[config.mk]
export PLATFORM = sky130hd
export DESIGN_NAME = div_unit
export DESIGN_NICKNAME = d
export VERILOG_FILES = /design/src/rtl/div_unit.sv
export SDC_FILE = /design/constraint.sdc
export NUM_CORES = 1
export LEC_CHECK = 0
export BUFFER_PORTS_ARGS = -buffer_cell sky130_fd_sc_hd__buf_2
export CORE_ASPECT_RATIO = 0.7
export CORE_MARGIN = 2
export CORE_UTILIZATION = 50
export CTS_CLUSTER_SIZE = 12
export DETAILED_ROUTE_END_ITERATION = 10
export PLACE_DENSITY = 0.71
export REMOVE_ABC_BUFFERS = 1
export SLEW_MARGIN = 10
export SYNTH_ARGS = -nofsm -noshare
export SYNTH_HDL_FRONTEND = slang
export SYNTH_SLANG_ARGS = --single-unit
export TNS_END_PERCENT = 100
[constraint.sdc]
create_clock -name clk -period 6.6 [get_ports clk]
set_input_delay 1.98 -clock clk [delete_from_list [all_inputs] [get_ports clk]]
set_output_delay 1.98 -clock clk [all_outputs]
set_load 0.005 [all_outputs]
[src/rtl/div_unit.sv]
// div_unit: iterative 32-bit divider for DIV/DIVU/REM/REMU (restoring, one bit per cycle).
// Latency: done is high in the cycle after the 33rd edge following accept; with DIV_EARLY_OUT_EN
// divide-by-zero and signed overflow go straight to DONE. Backpressure: ready only in IDLE, busy stalls.
module div_unit #(
  parameter int WIDTH = 32
) (
  input  logic             clk,
  input  logic             rst_n,
  input  logic             start,
  input  logic [2:0]       funct3,
  input  logic [WIDTH-1:0] a,
  input  logic [WIDTH-1:0] b,
  input  logic             flush,
  output logic             ready,
  output logic             busy,
  output logic             done,
  output logic [WIDTH-1:0] result
);

  typedef enum logic [1:0] {
    S_IDLE = 2'd0,
    S_CALC = 2'd1,
    S_DONE = 2'd2
  } state_t;

  localparam logic [WIDTH-1:0] INT_MIN = {1'b1, {(WIDTH-1){1'b0}}};

  // architectural state
  state_t           state_q, state_d;
  logic [4:0]       cnt_q, cnt_d;
  logic             last_q, last_d;      // all 32 iterations done, next CALC edge finalizes
  logic [WIDTH-1:0] rem_q, rem_d;        // partial remainder (always < divisor, so fits WIDTH)
  logic [WIDTH-1:0] quo_q, quo_d;        // dividend magnitude shifting out, quotient shifting in
  logic [WIDTH-1:0] dvsr_q, dvsr_d;      // divisor magnitude
  logic [WIDTH-1:0] a_q, a_d;            // raw dividend, needed for the divide-by-zero remainder
  logic             rem_op_q, rem_op_d;
  logic             qneg_q, qneg_d;
  logic             rneg_q, rneg_d;
  logic             div0_q, div0_d;
  logic             ovf_q, ovf_d;
  logic [WIDTH-1:0] result_q, result_d;

  // request decode, evaluated on the raw inputs at accept time
  logic             accept;
  logic             in_signed;
  logic             in_rem;
  logic             a_neg;
  logic             b_neg;
  logic [WIDTH-1:0] a_mag;
  logic [WIDTH-1:0] b_mag;
  logic             in_div0;
  logic             in_ovf;

  // one restoring iteration
  logic [WIDTH:0]   rem_sh;
  logic [WIDTH:0]   diff;
  logic             ge;

  // flush wins over start so a killed instruction never starts a divide
  assign accept    = (state_q == S_IDLE) && start && !flush;
  // 100 DIV, 110 REM signed; 101 DIVU, 111 REMU unsigned; 0xx behaves as DIV
  assign in_signed = ~funct3[2] | ~funct3[0];
  assign in_rem    = funct3[2] & funct3[1];
  assign a_neg     = in_signed & a[WIDTH-1];
  assign b_neg     = in_signed & b[WIDTH-1];
  assign a_mag     = a_neg ? -a : a;
  assign b_mag     = b_neg ? -b : b;
  assign in_div0   = (b == '0);
  assign in_ovf    = in_signed && (a == INT_MIN) && (b == '1);

  assign rem_sh    = {rem_q, quo_q[WIDTH-1]};
  assign diff      = rem_sh - {1'b0, dvsr_q};
  assign ge        = ~diff[WIDTH];

  // final value: special cases override the magnitude result, then sign fix-up
  function automatic logic [WIDTH-1:0] fix_result(
    input logic             is_rem,
    input logic             is_div0,
    input logic             is_ovf,
    input logic             qneg,
    input logic             rneg,
    input logic [WIDTH-1:0] raw_a,
    input logic [WIDTH-1:0] quo,
    input logic [WIDTH-1:0] rem
  );
    logic [WIDTH-1:0] r;
    if (is_div0) begin
      r = is_rem ? raw_a : '1;
    end else if (is_ovf) begin
      r = is_rem ? '0 : INT_MIN;
    end else if (is_rem) begin
      r = rneg ? -rem : rem;
    end else begin
      r = qneg ? -quo : quo;
    end
    return r;
  endfunction

  // next-state, datapath and result update
  always_comb begin
    state_d  = state_q;
    cnt_d    = cnt_q;
    last_d   = last_q;
    rem_d    = rem_q;
    quo_d    = quo_q;
    dvsr_d   = dvsr_q;
    a_d      = a_q;
    rem_op_d = rem_op_q;
    qneg_d   = qneg_q;
    rneg_d   = rneg_q;
    div0_d   = div0_q;
    ovf_d    = ovf_q;
    result_d = result_q;
    case (state_q)
      S_IDLE: begin
        if (accept) begin
          cnt_d    = '0;
          last_d   = 1'b0;
          rem_d    = '0;
          quo_d    = a_mag;
          dvsr_d   = b_mag;
          a_d      = a;
          rem_op_d = in_rem;
          qneg_d   = a_neg ^ b_neg;
          rneg_d   = a_neg;
          div0_d   = in_div0;
          ovf_d    = in_ovf;
`ifdef DIV_EARLY_OUT_EN
          if (in_div0 || in_ovf) begin
            state_d  = S_DONE;
            result_d = fix_result(in_rem, in_div0, in_ovf, 1'b0, 1'b0, a, '0, '0);
          end else begin
            state_d  = S_CALC;
          end
`else
          state_d  = S_CALC;
`endif
        end
      end
      S_CALC: begin
        if (flush) begin
          state_d = S_IDLE;
        end else if (last_q) begin
          state_d  = S_DONE;
          result_d = fix_result(rem_op_q, div0_q, ovf_q, qneg_q, rneg_q, a_q, quo_q, rem_q);
        end else begin
          rem_d = ge ? diff[WIDTH-1:0] : rem_sh[WIDTH-1:0];
          quo_d = {quo_q[WIDTH-2:0], ge};
          // counter saturates at 31; last_q marks the extra finalize cycle
          if (cnt_q == 5'd31) begin
            last_d = 1'b1;
          end else begin
            cnt_d = cnt_q + 5'd1;
          end
        end
      end
      S_DONE: begin
        state_d = S_IDLE;
      end
      default: begin
        state_d = S_IDLE;
      end
    endcase
  end

  // state registers, cleared asynchronously by reset
  always_ff @(posedge clk or negedge rst_n) begin
    if (!rst_n) begin
      state_q  <= S_IDLE;
      cnt_q    <= '0;
      last_q   <= 1'b0;
      rem_q    <= '0;
      quo_q    <= '0;
      dvsr_q   <= '0;
      a_q      <= '0;
      rem_op_q <= 1'b0;
      qneg_q   <= 1'b0;
      rneg_q   <= 1'b0;
      div0_q   <= 1'b0;
      ovf_q    <= 1'b0;
      result_q <= '0;
    end else begin
      state_q  <= state_d;
      cnt_q    <= cnt_d;
      last_q   <= last_d;
      rem_q    <= rem_d;
      quo_q    <= quo_d;
      dvsr_q   <= dvsr_d;
      a_q      <= a_d;
      rem_op_q <= rem_op_d;
      qneg_q   <= qneg_d;
      rneg_q   <= rneg_d;
      div0_q   <= div0_d;
      ovf_q    <= ovf_d;
      result_q <= result_d;
    end
  end

  assign ready  = (state_q == S_IDLE);
  assign busy   = (state_q == S_CALC) || (state_q == S_DONE);
  assign done   = (state_q == S_DONE);
  assign result = result_q;

endmodule
# Word-level counts from Yosys, hierarchy flattened
# Cells that the tools add are included.
[totals]
reg_bits = 173
latch_bits = 0
ramBits = 0
romBits = 0
inputBits = 71
output_inout_bits = 35
n_memories = 0
[classes]
n_addsub = 6
mul = 0
div = 0
order_cmp = 0
eq_ne = 10
shifts = 0
n_mux = 32
bitwise = 9
n_reduce_logical = 15
[op_table]
columns = ["cell", "n"]
rows = [
  ["$mux W32", 16],
  ["$neg A32 Y32", 4],
  ["$pmux W32 S2", 2],
  ["$eq A32 B32 Y1 const B", 2],
  ["$sub A33 B32 Y33", 1],
  ["$logic_not A32 Y1", 1],
  ["$mux W5", 4],
  ["$pmux W5 S2", 1],
  ["$mux W2", 3],
  ["$ne A2 B2 Y1 const B", 3],
  ["$reduce_and A3 Y1", 2],
  ["$add A5 B1 Y5 const B", 1],
  ["$eq A5 B5 Y1 const B", 1],
  ["$reduce_and A5 Y1", 1],
  ["$logic_and A1 B1 Y1", 4],
  ["$mux W1", 4],
  ["$not A1 Y1", 4],
  ["$pmux W2 S2", 1],
  ["$reduce_and A2 Y1", 2],
  ["$reduce_and A4 Y1", 1],
  ["$and A1 B1 Y1", 3],
  ["$ne A3 B3 Y1 const B", 1],
  ["$eq A2 B1 Y1 const B", 1],
  ["$eq A2 B2 Y1 const B", 1],
  ["other kinds (8)", 8],
]

# Depth between registers and ports, before layout
[logic_depth]
depth_word = 6
mapped_depth = 14

# Least setup slack after synthesis
# No wires, ideal clock.
[synth_timing]
path_kind = "in2reg"
startpoint = "input port a[4]"
endpoint = "register quo_q[29]"
setup_time_ns = 0.142
arrival_time_ns = 4.094
required_time_ns = 6.458
path_slack_ns = 2.364
path_stages = 8
n_path_buf = 0
cell_sequence = "or4_4 -> or4_1 -> nor4_2 -> and3b_1 -> nand2_1 -> o31ai_2 -> xor2_1 -> o221ai_1"
[synth_between]
elab_chain_len = 4
[synth_lines]
columns = ["item", "line", "rtl"]
rows = [
  ["start: declaration", "11", "input logic [WIDTH-1:0] a,"],
  ["$neg A32 Y32", "66", "assign a_mag = a_neg ? -a : a;"],
  ["$mux W32", "66", ""],
  ["$mux W32", "116", "if (accept) begin"],
  ["$pmux W32 S2", "114", "case (state_q)"],
  ["end signal: assignment", "187", "quo_q <= quo_d;"],
  ["end: declaration", "33", "logic [WIDTH-1:0] quo_q, quo_d;"],
]
# No other way between the ends. The select of a mux whose other input is x is not followed.
# A chain may end at the register's enable or synchronous reset.

# Worst setup path in the final report
# Ends and elaborated chain as after synthesis.

==> flow_metrics.py <==
metrics = {
    "sta": {
        "grt_setup_unrepaired": "no",
        "max_freq_mhz": 227.2,
        "finalSetupTns_ns": 0,
        "setup_viol": 0,
        "maxSlewHeadroom_pct": 23.66,
        "min_period_over_period_pct": 66.70,
        "hold_viol_final": 0,
        "drv_slew": 0,
        "min_period_ns": 4.402,
        "tightest_slew_ns": 1.141,
        "fin_skew_ns": 0.01049,
        "whs_ns": 0.4777,
    },
    "floorplan": {
        "die-area_um2": 25590,
        "die_x_um": 190.3,
        "initial_utilization_pct": 51.15,
        "die_y_um": 134.4,
        "rows": 47,
        "io_pins": 106,
        "core_um2": 23760,
    },
    "placed_design": {
        "gp_congestion": 0.9077,
        "dp_hpwl_mm": 23.66,
        "io_buffers": 105,
    },
    "synth": {
        "synth_area_um2": 12150,
        "synth_edf_count": 0,
        "synth_compound_area_share_pct": 22.85,
        "synth_top_family_by_area": "compound AO/OA/AOI/OAI gates",
        "yosys_warnings": 0,
        "syn_area_per_cell_um2": 8.317,
        "synth_ff_type": "dfrtp_1",
        "syn_inst": 1461,
        "synthMuxAreaShare_pct": 4.088,
        "synth-seq-cells": 173,
        "synth_cell_types": 70,
        "synth-simple-area-share_pct": 17.97,
        "ys_seq_area_share_pct": 35.63,
        "synthAdderAreaFrac_pct": 4.489,
        "synth-async-reset-ratio_pct": 100.0,
        "synth_xor_area_share_pct": 10.67,
    },
    "clock_network": {
        "h-tree-depth": 4,
        "numCtsBuffers": 17,
        "cts_sinks": 173,
        "cts-hold-fix-buffers": 0,
        "root_buffer": "clkbuf_16",
        "clk_latency_ns": 0.44,
        "clockBufferDepth": 2,
        "postCtsSetupBuffers": 0,
        "clkTransAtPathRegs_ns": 0.07,
        "post_cts_resized": 0,
        "tritoncts": "built",
    },
    "pwr": {
        "irDropWorstVdd_mv": 0.2379,
        "p_leak_uw": 0.005966,
        "powerDensity_nw_per_um2": 502.9,
    },
    "final_layout": {
        "drive_above_1_share_pct": 14.01,
        "area_delta_synth_final_pct": 11.26,
        "num_antenna_cells": 0,
        "fin_nets": 1628,
    },
    "critical_path": {
        "cp.required_ns": 6.88,
        "worst_setup_path_end_kind": "flop",
        "cp.arrival_ns": 4.69,
        "startpoint_type": "input pin",
        "path_cells": "buf_2 > or4_4 > or4_1 > nor4_2 > and3b_1 > nand2_1 > o31ai_2 > xor2_1 > o221ai_1",
        "path_class": "input pin to flop",
        "crit_fanout": 5,
        "slowest_stage": "or4_1",
        "critical-path-max-stage-delay_ns": 0.58,
    },
    "detailed_routing": {
        "drt_iter0_drc": 951,
        "wl_met3_mm": 2.009,
        "first_pass_iters": 6,
        "highest_layer": "met4",
        "wl_per_cell_um": 17.90,
        "num_vias": 11040,
        "route.met2.wl_mm": 14.38,
        "drt-met1-wl_mm": 16.10,
        "drc": 0,
        "drtAntennaViolNets": 0,
        "via_per_inst": 5.983,
        "totalWireLength_mm": 33.03,
    },
    "min_path": {
        "hold_class": "flop to flop",
    },
    "global_route": {
        "antenna_found_initial": 0,
        "grt_max_degree": 100,
        "grt_pass1_wl_mm": 54.05,
        "grt_use_total_pct": 26.41,
        "grt_remaining_overflow": 0,
        "grt_pass1_vias": 10260,
    },
    "status": {
        "status": "finished, final reports clean",
    },
    "job": {
        "maxCapViolCount": 0,
    },
}
==> synth_stat cells, types with 10 or more instances <==
library cell | instances | area share (%)
o311ai_1 | 24 | 1.7
mux2_2 | 37 | 3.4
nor2_1 | 80 | 2.5
o21ai_1 | 30 | 1.2
buf_1 | 12 | 0.37
or4_1 | 11 | 0.68
nand2b_1 | 20 | 1.0
nand3_1 | 40 | 1.6
a21o_1 | 19 | 1.2
xor2_1 | 79 | 5.7
ha_1 | 42 | 4.3
inv_1 | 53 | 1.6
nor3_1 | 16 | 0.66
or3_1 | 15 | 0.77
a31oi_1 | 10 | 0.51
clkbuf_1 | 70 | 2.2
o22ai_1 | 11 | 0.57
o41ai_1 | 17 | 1.2
nand4_1 | 15 | 0.77
nor4_1 | 13 | 0.67
o31ai_1 | 31 | 1.9
dfrtp_1 | 173 | 36
o21ai_0 | 152 | 6.3
xnor2_1 | 69 | 5.0
nand2_1 | 210 | 6.5
a21oi_1 | 103 | 4.2
==> critical path, delay by kind of cell <==
kind / cells / cell delay, ns
AND/OR/NAND/NOR: 5 / 2.04
AO/OA/AOI/OAI: 2 / 0.37
XOR/XNOR: 1 / 0.16
buffers and inverters: 1 / 0.13
==> power breakdown <==
group          switching (µW)  internal, µW
clock network             466           640
registers                 431          1480
logic                    2220          1560
total                    3120          3680
==> cells in the final DEF (no fill, tap or decap), drive strengths merged, types with 18 or more instances in the layout <==
cell    synthesis  final
ha             42     42
dfrtp         173    173
o21ai         182    182
buf            14    118
o311ai         24     24
nor2           80     80
nand3          40     40
xor2           79     79
a21oi         103    103
o41ai          18     18
xnor2          69     69
nand2         211    211
mux2           37     37
inv            54     58
a21o           19     19
o31ai          34     34
nand2b         20     20
==> registers in the layout, indices dropped and copies added (netlist names), 2 cells and up <==
register and count:
a_q 32, cnt_q 5, dvsr_q 32, quo_q 32
rem_q 32, result 32, state_q 2
==> final timing paths <==
path	startpoint	end	slack, ns	cells past startpoint
worst max-delay path	a[4]	quo_q[29]$_DFFE_PN0P_	2.20	9
worst min-delay path	result[10]$_DFFE_PN0P_	result[10]$_DFFE_PN0P_	0.48	2
worst min register to register	result[10]$_DFFE_PN0P_	result[10]$_DFFE_PN0P_	0.48	2
worst max register to register	quo_q[31]$_DFFE_PN0P_	quo_q[0]$_DFFE_PN0P_	2.60	13
max in group asynchronous	rst_n	rem_q[26]$_DFFE_PN0P_	3.80	2
min in group asynchronous	rst_n	rem_q[5]$_DFFE_PN0P_	1.63	1
==> cell type report <==
class	instances	area, µm²
Sequential cell	173	4329
Timing Repair Buffer	118	629.4
Clock inverter	15	209.0
Fill cell	2176	10240
Multi-Input combinational cell	1149	7323
Clock buffer	17	425.4
Tap cell	318	397.9
Inverter	55	206.4
==> layer usage <==
layer	global-route usage (%)	vias up
met2	39.31	354
met5	0	-
met1	39.82	5312
met3	4.867	40
met4	5.728	0
li1	-	5332
==> kinds of logic after synthesis <==
family	after synthesis
multiplexers	45
AND/OR/NAND/NOR	462
XOR/XNOR	148
adder cells (fa/ha/maj)	43
buffers and inverters	139
AO/OA/AOI/OAI	451
flip-flops	173
==> metrics by stage <==
step	area [µm²]	instances	setup WS (ns)	total power (µW)	utilization, %
after floorplan	11830	1377	1.560	4542	-
after global placement	12890	1813	1.837	5547	54.24
after detailed placement	12890	1813	1.785	5627	54.24
after CTS	13520	1845	2.234	6767	56.91
after global routing	13520	1845	2.051	7358	56.91
final	13520	1845	2.198	6799	56.91
Note: power is estimated with default switching activity, not from simulation.
